File: config.mk
export PLATFORM = sky130hd
export DESIGN_NAME = can_tx_frame
export DESIGN_NICKNAME = d
export VERILOG_FILES = /design/src/rtl/can_tx_frame.sv
export SDC_FILE = /design/constraint.sdc
export NUM_CORES = 1
export LEC_CHECK = 0
export CORE_AREA = 2 2 115 106
export CTS_BUF_LIST = sky130_fd_sc_hd__clkbuf_4
export DETAILED_ROUTE_END_ITERATION = 7
export DIE_AREA = 0 0 117 108
export HOLD_SLACK_MARGIN = 0.08
export PLACE_DENSITY = 0.9
export SKIP_CTS_REPAIR_TIMING = 1
export SKIP_LAST_GASP = 1
export SLEW_MARGIN = 20
export SYNTH_ARGS = -nofsm -noshare
export SYNTH_HDL_FRONTEND = slang
export SYNTH_SLANG_ARGS = --single-unit
File: constraint.sdc
create_clock -name baud_clk -period 5.5 [get_ports baud_clk]
set_input_delay 1.375 -clock baud_clk [delete_from_list [all_inputs] [get_ports baud_clk]]
set_output_delay 1.375 -clock baud_clk [all_outputs]
set_load 0.01 [all_outputs]
File: src/rtl/can_tx_frame.sv
// can_tx_frame: serialises one CAN 2.0A base data frame (SOF..IFS), one bit per baud_clk rising edge.
// Latency: SOF is on the bus the cycle after tx_start is sampled in IDLE; busy covers SOF through the last IFS bit.
// Stuffing, CRC-15, arbitration and ACK check are built in. Auto-retry is optional via `define CAN_TX_AUTO_RETRY_EN.
module can_tx_frame #(
  parameter int EOF_BITS  = 7,
  parameter int IFS_BITS  = 3
`ifdef CAN_TX_AUTO_RETRY_EN
  , parameter int MAX_RETRY = 8
`endif
) (
  input  logic        baud_clk,
  input  logic        rst,
  input  logic        tx_start,
  input  logic [10:0] tx_id,
  input  logic [3:0]  tx_dlc,
  input  logic [63:0] tx_data,
  input  logic        rx,
  output logic        tx,
  output logic        busy,
  output logic        done,
  output logic        arb_lost,
  output logic        ack_err
);

  typedef enum logic [3:0] {
    IDLE, SOF, ARB, CTRL, DATA, CRC, CRC_DEL, ACK_SLOT, ACK_DEL, EOF, IFS
`ifdef CAN_TX_AUTO_RETRY_EN
    , WAIT_IDLE
`endif
  } state_t;

  // The cursor (state, cnt) names the field bit on the bus. While stuff_now is set the
  // bus carries a stuff bit and the cursor still points at the field bit before it.
  state_t      state, state_n;
  logic [6:0]  cnt, cnt_n;
  logic        stuff_now, stuff_n;
  logic [2:0]  run_len, run_n;
  logic [14:0] crc, crc_n;
  logic [10:0] id_q;
  logic [3:0]  dlc_q;
  logic [63:0] data_q;
  logic        tx_n, done_n, arb_n, ack_n;
  logic        load, fail, arb_hit, stuff_ins;
  logic [6:0]  data_bits;
`ifdef CAN_TX_AUTO_RETRY_EN
  logic [3:0]  retry_cnt, retry_n;
`endif

  // DLC 9..15 still carries eight bytes.
  assign data_bits = dlc_q[3] ? 7'd64 : {1'b0, dlc_q[2:0], 3'b000};
  assign busy      = (state != IDLE);

  // Next bit selection: arbitration, stuffing, field advance, failure handling.
  always_comb begin
    state_n   = state;
    cnt_n     = cnt;
    crc_n     = crc;
    tx_n      = tx;
    run_n     = run_len;
    done_n    = 1'b0;
    arb_n     = 1'b0;
    ack_n     = 1'b0;
    load      = 1'b0;
    fail      = 1'b0;
`ifdef CAN_TX_AUTO_RETRY_EN
    retry_n   = retry_cnt;
`endif

    // CRC absorbs every unstuffed bit from SOF through the last data bit.
    if (!stuff_now && (state inside {SOF, ARB, CTRL, DATA}))
      crc_n = {crc[13:0], 1'b0} ^ ((crc[14] ^ tx) ? 15'h4599 : 15'h0000);

    arb_hit   = (state == ARB) && !stuff_now && tx && !rx;
    stuff_ins = !arb_hit && (state inside {SOF, ARB, CTRL, DATA, CRC}) && (run_len == 3'd5);
    stuff_n   = stuff_ins;

    if (arb_hit) begin
      arb_n = 1'b1;
      fail  = 1'b1;
    end else if (!stuff_ins) begin
      case (state)
        IDLE: begin
          if (tx_start) begin
            load    = 1'b1;
            state_n = SOF;
            cnt_n   = 7'd0;
            crc_n   = 15'd0;
`ifdef CAN_TX_AUTO_RETRY_EN
            retry_n = 4'd0;
`endif
          end
        end
        SOF: begin
          state_n = ARB;
          cnt_n   = 7'd0;
        end
        ARB: begin
          if (cnt == 7'd11) begin
            state_n = CTRL;
            cnt_n   = 7'd0;
          end else begin
            cnt_n = cnt + 7'd1;
          end
        end
        CTRL: begin
          if (cnt == 7'd5) begin
            state_n = (data_bits == 7'd0) ? CRC : DATA;
            cnt_n   = 7'd0;
          end else begin
            cnt_n = cnt + 7'd1;
          end
        end
        DATA: begin
          if (cnt == data_bits - 7'd1) begin
            state_n = CRC;
            cnt_n   = 7'd0;
          end else begin
            cnt_n = cnt + 7'd1;
          end
        end
        CRC: begin
          if (cnt == 7'd14) begin
            state_n = CRC_DEL;
            cnt_n   = 7'd0;
          end else begin
            cnt_n = cnt + 7'd1;
          end
        end
        CRC_DEL: state_n = ACK_SLOT;
        ACK_SLOT: begin
          if (rx) begin
            ack_n = 1'b1;
            fail  = 1'b1;
          end else begin
            state_n = ACK_DEL;
          end
        end
        ACK_DEL: begin
          state_n = EOF;
          cnt_n   = 7'd0;
        end
        EOF: begin
          if (cnt == 7'(EOF_BITS - 1)) begin
            state_n = IFS;
            cnt_n   = 7'd0;
          end else begin
            cnt_n = cnt + 7'd1;
          end
        end
        IFS: begin
          if (cnt == 7'(IFS_BITS - 1)) begin
            state_n = IDLE;
            cnt_n   = 7'd0;
            done_n  = 1'b1;
          end else begin
            cnt_n = cnt + 7'd1;
          end
        end
`ifdef CAN_TX_AUTO_RETRY_EN
        // Eleven consecutive recessive bits mean the bus is idle again.
        WAIT_IDLE: begin
          if (!rx) begin
            cnt_n = 7'd0;
          end else if (cnt == 7'd10) begin
            state_n = SOF;
            cnt_n   = 7'd0;
            crc_n   = 15'd0;
            retry_n = retry_cnt + 4'd1;
          end else begin
            cnt_n = cnt + 7'd1;
          end
        end
`endif
        default: state_n = IDLE;
      endcase
    end

    if (fail) begin
`ifdef CAN_TX_AUTO_RETRY_EN
      if (retry_cnt == 4'(MAX_RETRY)) begin
        state_n = IDLE;
      end else begin
        state_n = WAIT_IDLE;
      end
`else
      state_n = IDLE;
`endif
      cnt_n   = 7'd0;
    end

    // Bus level of the next bit follows from the next cursor.
    if (stuff_n) begin
      tx_n = ~tx;
    end else begin
      case (state_n)
        SOF:  tx_n = 1'b0;
        ARB:  tx_n = (cnt_n == 7'd11) ? 1'b0 : id_q[4'(4'd10 - cnt_n[3:0])];
        CTRL: tx_n = (cnt_n < 7'd2) ? 1'b0 : dlc_q[2'(3'd5 - cnt_n[2:0])];
        DATA: tx_n = data_q[~cnt_n[5:0]];
        CRC:  tx_n = crc_n[4'(4'd14 - cnt_n[3:0])];
        default: tx_n = 1'b1;
      endcase
    end

    // Run length counts equal bus bits, stuff bits included.
    if (tx_n == tx) run_n = (run_len == 3'd7) ? 3'd7 : run_len + 3'd1;
    else            run_n = 3'd1;
  end

  // State, frame latch and registered bus/pulse outputs.
  always_ff @(posedge baud_clk or posedge rst) begin
    if (rst) begin
      state     <= IDLE;
      cnt       <= 7'd0;
      stuff_now <= 1'b0;
      run_len   <= 3'd0;
      crc       <= 15'd0;
      id_q      <= 11'd0;
      dlc_q     <= 4'd0;
      data_q    <= 64'd0;
      tx        <= 1'b1;
      done      <= 1'b0;
      arb_lost  <= 1'b0;
      ack_err   <= 1'b0;
`ifdef CAN_TX_AUTO_RETRY_EN
      retry_cnt <= 4'd0;
`endif
    end else begin
      state     <= state_n;
      cnt       <= cnt_n;
      stuff_now <= stuff_n;
      run_len   <= run_n;
      crc       <= crc_n;
      tx        <= tx_n;
      done      <= done_n;
      arb_lost  <= arb_n;
      ack_err   <= ack_n;
`ifdef CAN_TX_AUTO_RETRY_EN
      retry_cnt <= retry_n;
`endif
      if (load) begin
        id_q   <= tx_id;
        dlc_q  <= tx_dlc;
        data_q <= tx_data;
      end
    end
  end

endmodule

[Word level (Yosys, flattened, before mapping)]
Index checks and enable logic that the tools add are counted.
Cells by class
  reduce and logical (&&, ||, !) cells: 15
  $lt $le $gt $ge: 5
  bitwise logic cells: 4
  mux-type cells: 59
  $add $sub $neg: 6
  eq/ne operators: 25
Operator list (count)
  $mux W15: 6
  $mux W7: 11
  $pmux W7 S8: 1
  $mux W4: 11
  $pmux W4 S11: 1
  $eq A4 B3 Y1 const B: 6
  $mux W1: 22
  $eq A7 B4 Y1 const B: 3
  $eq A4 B2 Y1 const B: 4
  $xor A15 B15 Y15: 1
  $eq A7 B3 Y1 const B: 2
  $eq A4 B4 Y1 const B: 3
  $lt A4 B5 Y1 const B: 2
  $bmux W1 S4: 2
  $eq A4 B1 Y1 const B: 2
  $reduce_bool A4 Y1: 2
  $sub A4 B4 Y4 const A: 2
  $add A7 B1 Y7 const B: 1
  $eq A7 B2 Y1 const B: 1
  $eq A7 B7 Y1: 1
  $logic_not A7 Y1: 1
  $lt A6 B7 Y1 const B: 1
  $lt A7 B2 Y1 const B: 1
  $sub A7 B1 Y7 const B: 1
  other kinds (17): 26
Word-level totals
  output and inout port bits: 5
  input bits: 83
  bits in registers: 113
  logic and storage cells: 126

[Longest topological paths before layout]
  depth in word-level cells: 18
  mapped depth: 23

[Worst setup path after synthesis]
OpenSTA, ideal clock, no wires.
  path kind: input to register
  start point: input rx
  end point: register run_len[0]
  buffers on the path: 2
  stages on the path: 19
  setup slack: 0.099 ns
  data arrival time: 5.283 ns
  path through: or4b_1 a31oi_1 nand2_1 a32o_1 o21ai_4 inv_2 clkbuf_1 ha_1 a31oi_1 o311ai_1 o211ai_2 buf_6 mux4_2 nand2_1 a21boi_1 o21ai_2 nand4bb_2 or3_1 a21o_1
Between the ends
  word-level cells in the longest chain between the ends: 16
  elaborated cells on any way between the ends: 44
  those cells by class: add/sub: 3; order compare: 1; eq/ne: 7; mux: 27; bitwise: 1; reduce/logical: 5
RTL lines
  start, declared: line 17  | input logic rx,
  $logic_not A1 Y1: line 73  | arb_hit = (state == ARB) && !stuff_now && tx && !rx;
  $logic_and A1 B1 Y1: line 73
  $logic_not A1 Y1: line 74  | stuff_ins = !arb_hit && (state inside {SOF, ARB, CTRL, DATA, CRC}) && (run_len == 3'd5);
  $logic_and A1 B1 Y1 (2 in a row): line 74
  $mux W7 / $mux W1 (equally long branches): line 80  | end else if (!stuff_ins) begin
  $mux W7 / $mux W1 (equally long branches): line 77  | if (arb_hit) begin
  $mux W7 *: line 178  | if (fail) begin
  named net cnt_n[1]: line 35  | logic [6:0] cnt, cnt_n;
  $sub A4 B4 Y4 / $sub A1 B2 Y2 (equally long branches): line 197, 198
  $bmux W1 S4 / $bmux W1 S2 (equally long branches): line 197, 198
  $mux W1, on equally long branches (2 in a row): line 197, 198
  $pmux W1 S5 *: line 195  | case (state_n)
  $mux W1 *: line 192  | if (stuff_n) begin
  $eq A1 B1 Y1 *: line 206  | if (tx_n == tx) run_n = (run_len == 3'd7) ? 3'd7 : run_len + 3'd1;
  $mux W3 *: line 206
  named net run_n[0]: line 37  | logic [2:0] run_len, run_n;
  end signal, assigned: line 232  | run_len <= run_n;
  end, declared: line 37
Mark *: on every way through the listed nets, which the timed path passes. The rest lies on a longest branch. The select of a mux whose other input is x is not followed.
A chain may end at the register's enable or synchronous reset.

[Worst setup path after layout]
  start point: input rx
  end point: register run_len[0]
Between the ends
  word-level cells in the longest chain between the ends: 16
  elaborated cells on any way between the ends: 44
  those cells by class: add/sub: 3; order compare: 1; eq/ne: 7; mux: 27; bitwise: 1; reduce/logical: 5
RTL lines (line)
  $logic_not A1 Y1: 73
  $logic_and A1 B1 Y1: 73
  $logic_not A1 Y1: 74
  $logic_and A1 B1 Y1 (2 in a row): 74
  $mux W7 / $mux W1 (equally long branches): 80
  $mux W7 / $mux W1 (equally long branches): 77
  $mux W7: 178
  $sub A4 B4 Y4 / $sub A1 B2 Y2 (equally long branches): 197, 198
  $bmux W1 S4 / $bmux W1 S2 (equally long branches): 197, 198
  $mux W1, on equally long branches (2 in a row): 197, 198
  $pmux W1 S5: 195
  $mux W1 *: 192
  $eq A1 B1 Y1 *: 206
  $mux W3 *: 206
  named net run_n[0]: 37
Marked as above.

==> metrics.txt <==
outcome=finished, final reports clean; final hold violation count=0; ANT nets after route=0; WP depth=18; top cell type's share of synthesized area=43.72%; die area=about 13000 µm²; largest net degree at the start of global routing=between 80 and 90; fmax=192.8 MHz; reg-to-reg endpoint=run_len[0]; Antenna Cells=0; Slew Viols, Final=0; RSZ-0062 raised after global routing=false; Worst path slowest cell=or4b_1; antenna violations before repair=0; EDFF count, synth=0; later-pin clock latency in the skew report=~540 ps; DRC=0; width of the die=about 120 µm; Final Wtd Congestion=between 0.9 and 1; Non-Filler Instances=around 870; crit path time final=5186 ps; vias in the first global route=5180; Post-Synthesis Cell Area=6410 µm²; endpoint class of the critical path=flip-flop; CP top delay family=simple AND/OR/NAND/NOR gates; FF-to-FF setup slack=750 ps; Post-Syn Instances=a little over 600; final setup TNS=0 ps; post-synthesis register bit count=113; share of layout cells above drive strength 1=21.96%; final wirelength=approximately 16000 µm; syn_area_per_cell=between 10 and 15 µm²; startpoint types=input pin; NetSw=~2.1 mW; Cell Int Power=2.753 mW; initial DRC count=375; Worst Path Required=5920 ps; Worst Hold Class=reg -> reg; clk root buf=clkbuf_4; hold_ws=roughly 520 ps; CP Cell Sequence=clkdlybuf4s50_1, or4b_1, a31oi_1, nand2_1, a32o_1, o21ai_4, inv_2, ha_1, a31oi_1, o311ai_1, o211ai_2, buf_4, mux2i_1, mux4_2, nor4_1, nand4bb_2, or3_1, a21o_1; critical path type=in -> reg; Die Ht=about 110 µm; clk sink count=~110; worst-margin pin slew=roughly 840 ps; setup slack at placement=-156.6 ps; HPWL after detailed placement=between 10000 and 15000 µm; sequential share of power=between 30% and 40%; Max Cap Violations=0; Area Overhead vs Synth=20.46%; Total Routing Usage GR=a little over a quarter; total vias in the final route=between 5000 and 6000; hold path cells=1; H-tree Lvls=4; CP Buf/Inv Count=3; TritonCTS Buffers=17; predominant post-synthesis flop cell=dfrtp_1; PortBufs=slightly below 90; Setup crit start=rx; Max Root-Sink Buffers=2; Max stage delay on crit path=roughly 550 ps; logic gate share of total power=56.6%; FP Rows=37; Cell Pwr Density=624.3 nW/µm²; core area=approximately 11000 µm²; Worst Reg-to-Reg Cells=19; I/O pins=88; TritonCTS clock tree=done; Critical Path End=run_len[0]; asr flop ratio synth=100.0%; setup ws final=approximately 310 ps; gr ovfl total=0; Post-Syn Nets=701; # nets final=793; RR Startpoint=dlc_q[3]; crit path DAT=5610 ps; Net Sw Frac=between 40% and 50%; Rel. slew slack=between 40% and 50%; routed len/inst=18.57 µm; Worst Skew=16.02 ps; synth top area cells=dfrtp_1 44%, mux2_2 14%, nand2_1 4.0%; Synth area leader=dfrtp_1; Yosys cell types=86; Final Cycle Share=a little over nine tenths; Detailed Routing Iterations Pass 1=5; global-route wire length before repair=26030 µm; Pleak=3.305 nW; final setup vio count=0; Starting Density=a little under three fifths; critical-path maximum fanout=9; Seq/Total Area, Yosys=roughly 44%; CTS clock-pin slew for the worst setup and hold paths=110 ps; dpl cells=840; drt via density=about 6; Clock power frac=about 12%; Peak VDD IR=approximately 0.47 mV; most used cell, CP=a31oi_1; synth warn=0
[metal layers]
metal | GRT usage [%] | vias to the layer above | routed length, µm | part of all wire, %
li1 | - | 2421 | - | -
met1 | 37.25 | 2541 | 7003 | 43
met2 | 42.24 | 217 | 7734 | 48
met3 | 6.222 | 29 | 1099 | 6.8
met4 | 9.832 | 0 | 334 | 2.1
met5 | 0 | - | 0 | 0
[power groups by stage]
stage | Combinational, mW | Sequential, mW | Clock, mW
global placement | 2.61 | 1.49 | 0
finish | 2.73 | 1.50 | 0.587
detailed placement | 2.69 | 1.52 | 0
CTS | 2.71 | 1.50 | 0.594
global route | 2.98 | 1.55 | 0.634
floorplan | 2.12 | 1.39 | 0
[final cells by class]
cell class | instances | area (µm²)
fill | 854 | 3621
multi-input combinational | 447 | 3342
timing repair buffer | 108 | 1028
clock buffer | 19 | 142.6
clock inverter | 12 | 118.9
inverter | 16 | 65.06
tap | 156 | 195.2
sequential | 113 | 2829
[sequential cells by signal (all words and copies together) (netlist names)]
register and flops:
data_q 64, ack_err 1, state 4, arb_lost 1
dlc_q 4, crc 15, done 1, run_len 3
tx 1, id_q 11, cnt 7, stuff_now 1
[cell families (layout without fill, tap and decap cells)]
logic type      after synthesis  after routing  synth area share [%]
mux                         107            107                 18.91
buf+inv                      51            155                 3.806
compound gates              121            121                 14.29
simple gates                197            197                 15.32
fa+ha+maj                     7              7                 1.366
flops                       113            113                 44.13
xor+xnor                     15             15                 2.167
[cells in the final DEF, fill, tap and decap left out, types with 15 or more instances in the layout]
cell type	instances
a21oi_1	35
mux2i_1	24
o21ai_0	15
buf_4	21
dfrtp_1	112
mux2_2	80
nor2_1	42
nand2_1	68
clkdlybuf4s50_1	87
clkbuf_4	19
nand3_1	22
[per-stage QoR]
stage,cell area (µm²),utilization [%],power [mW]
final,7721,68.08,4.821
after global routing,7721,68.08,5.168
after CTS,7719,68.05,4.802
after detailed placement,7457,65.75,4.213
after global placement,7457,65.75,4.105
after floorplan,6410,-,3.520
[how the worst min path moves through the flow]
stage               start          to  slack, ps
6_report         id_q[10]    id_q[10]        520
5_1_grt         data_q[1]   data_q[1]        530
4_1_cts        data_q[27]  data_q[27]        520
3_5_place_dp   data_q[49]  data_q[49]        500
3_3_place_gp   data_q[33]  data_q[33]        490
2_1_floorplan     id_q[6]     id_q[6]        470
[Yosys cell counts (3+ instances only)]
master,n
buf_2,9
xor2_1,10
a211oi_1,5
o21ai_0,15
nor2_1,42
nor2b_1,5
or3_1,5
nor3_1,9
buf_6,5
nor4_1,3
nor3b_1,3
nand2_1,68
nand2b_1,5
dfrtp_1,112
xnor2_1,4
nand3_1,22
a21oi_1,35
o211ai_1,5
a31oi_1,4
ha_1,7
mux2_2,80
a22oi_1,5
inv_1,14
and3_1,11
a21o_1,4
nand4_1,5
and2_1,6
clkbuf_1,19
mux2i_1,24
Power figures use the tool's default switching activity.
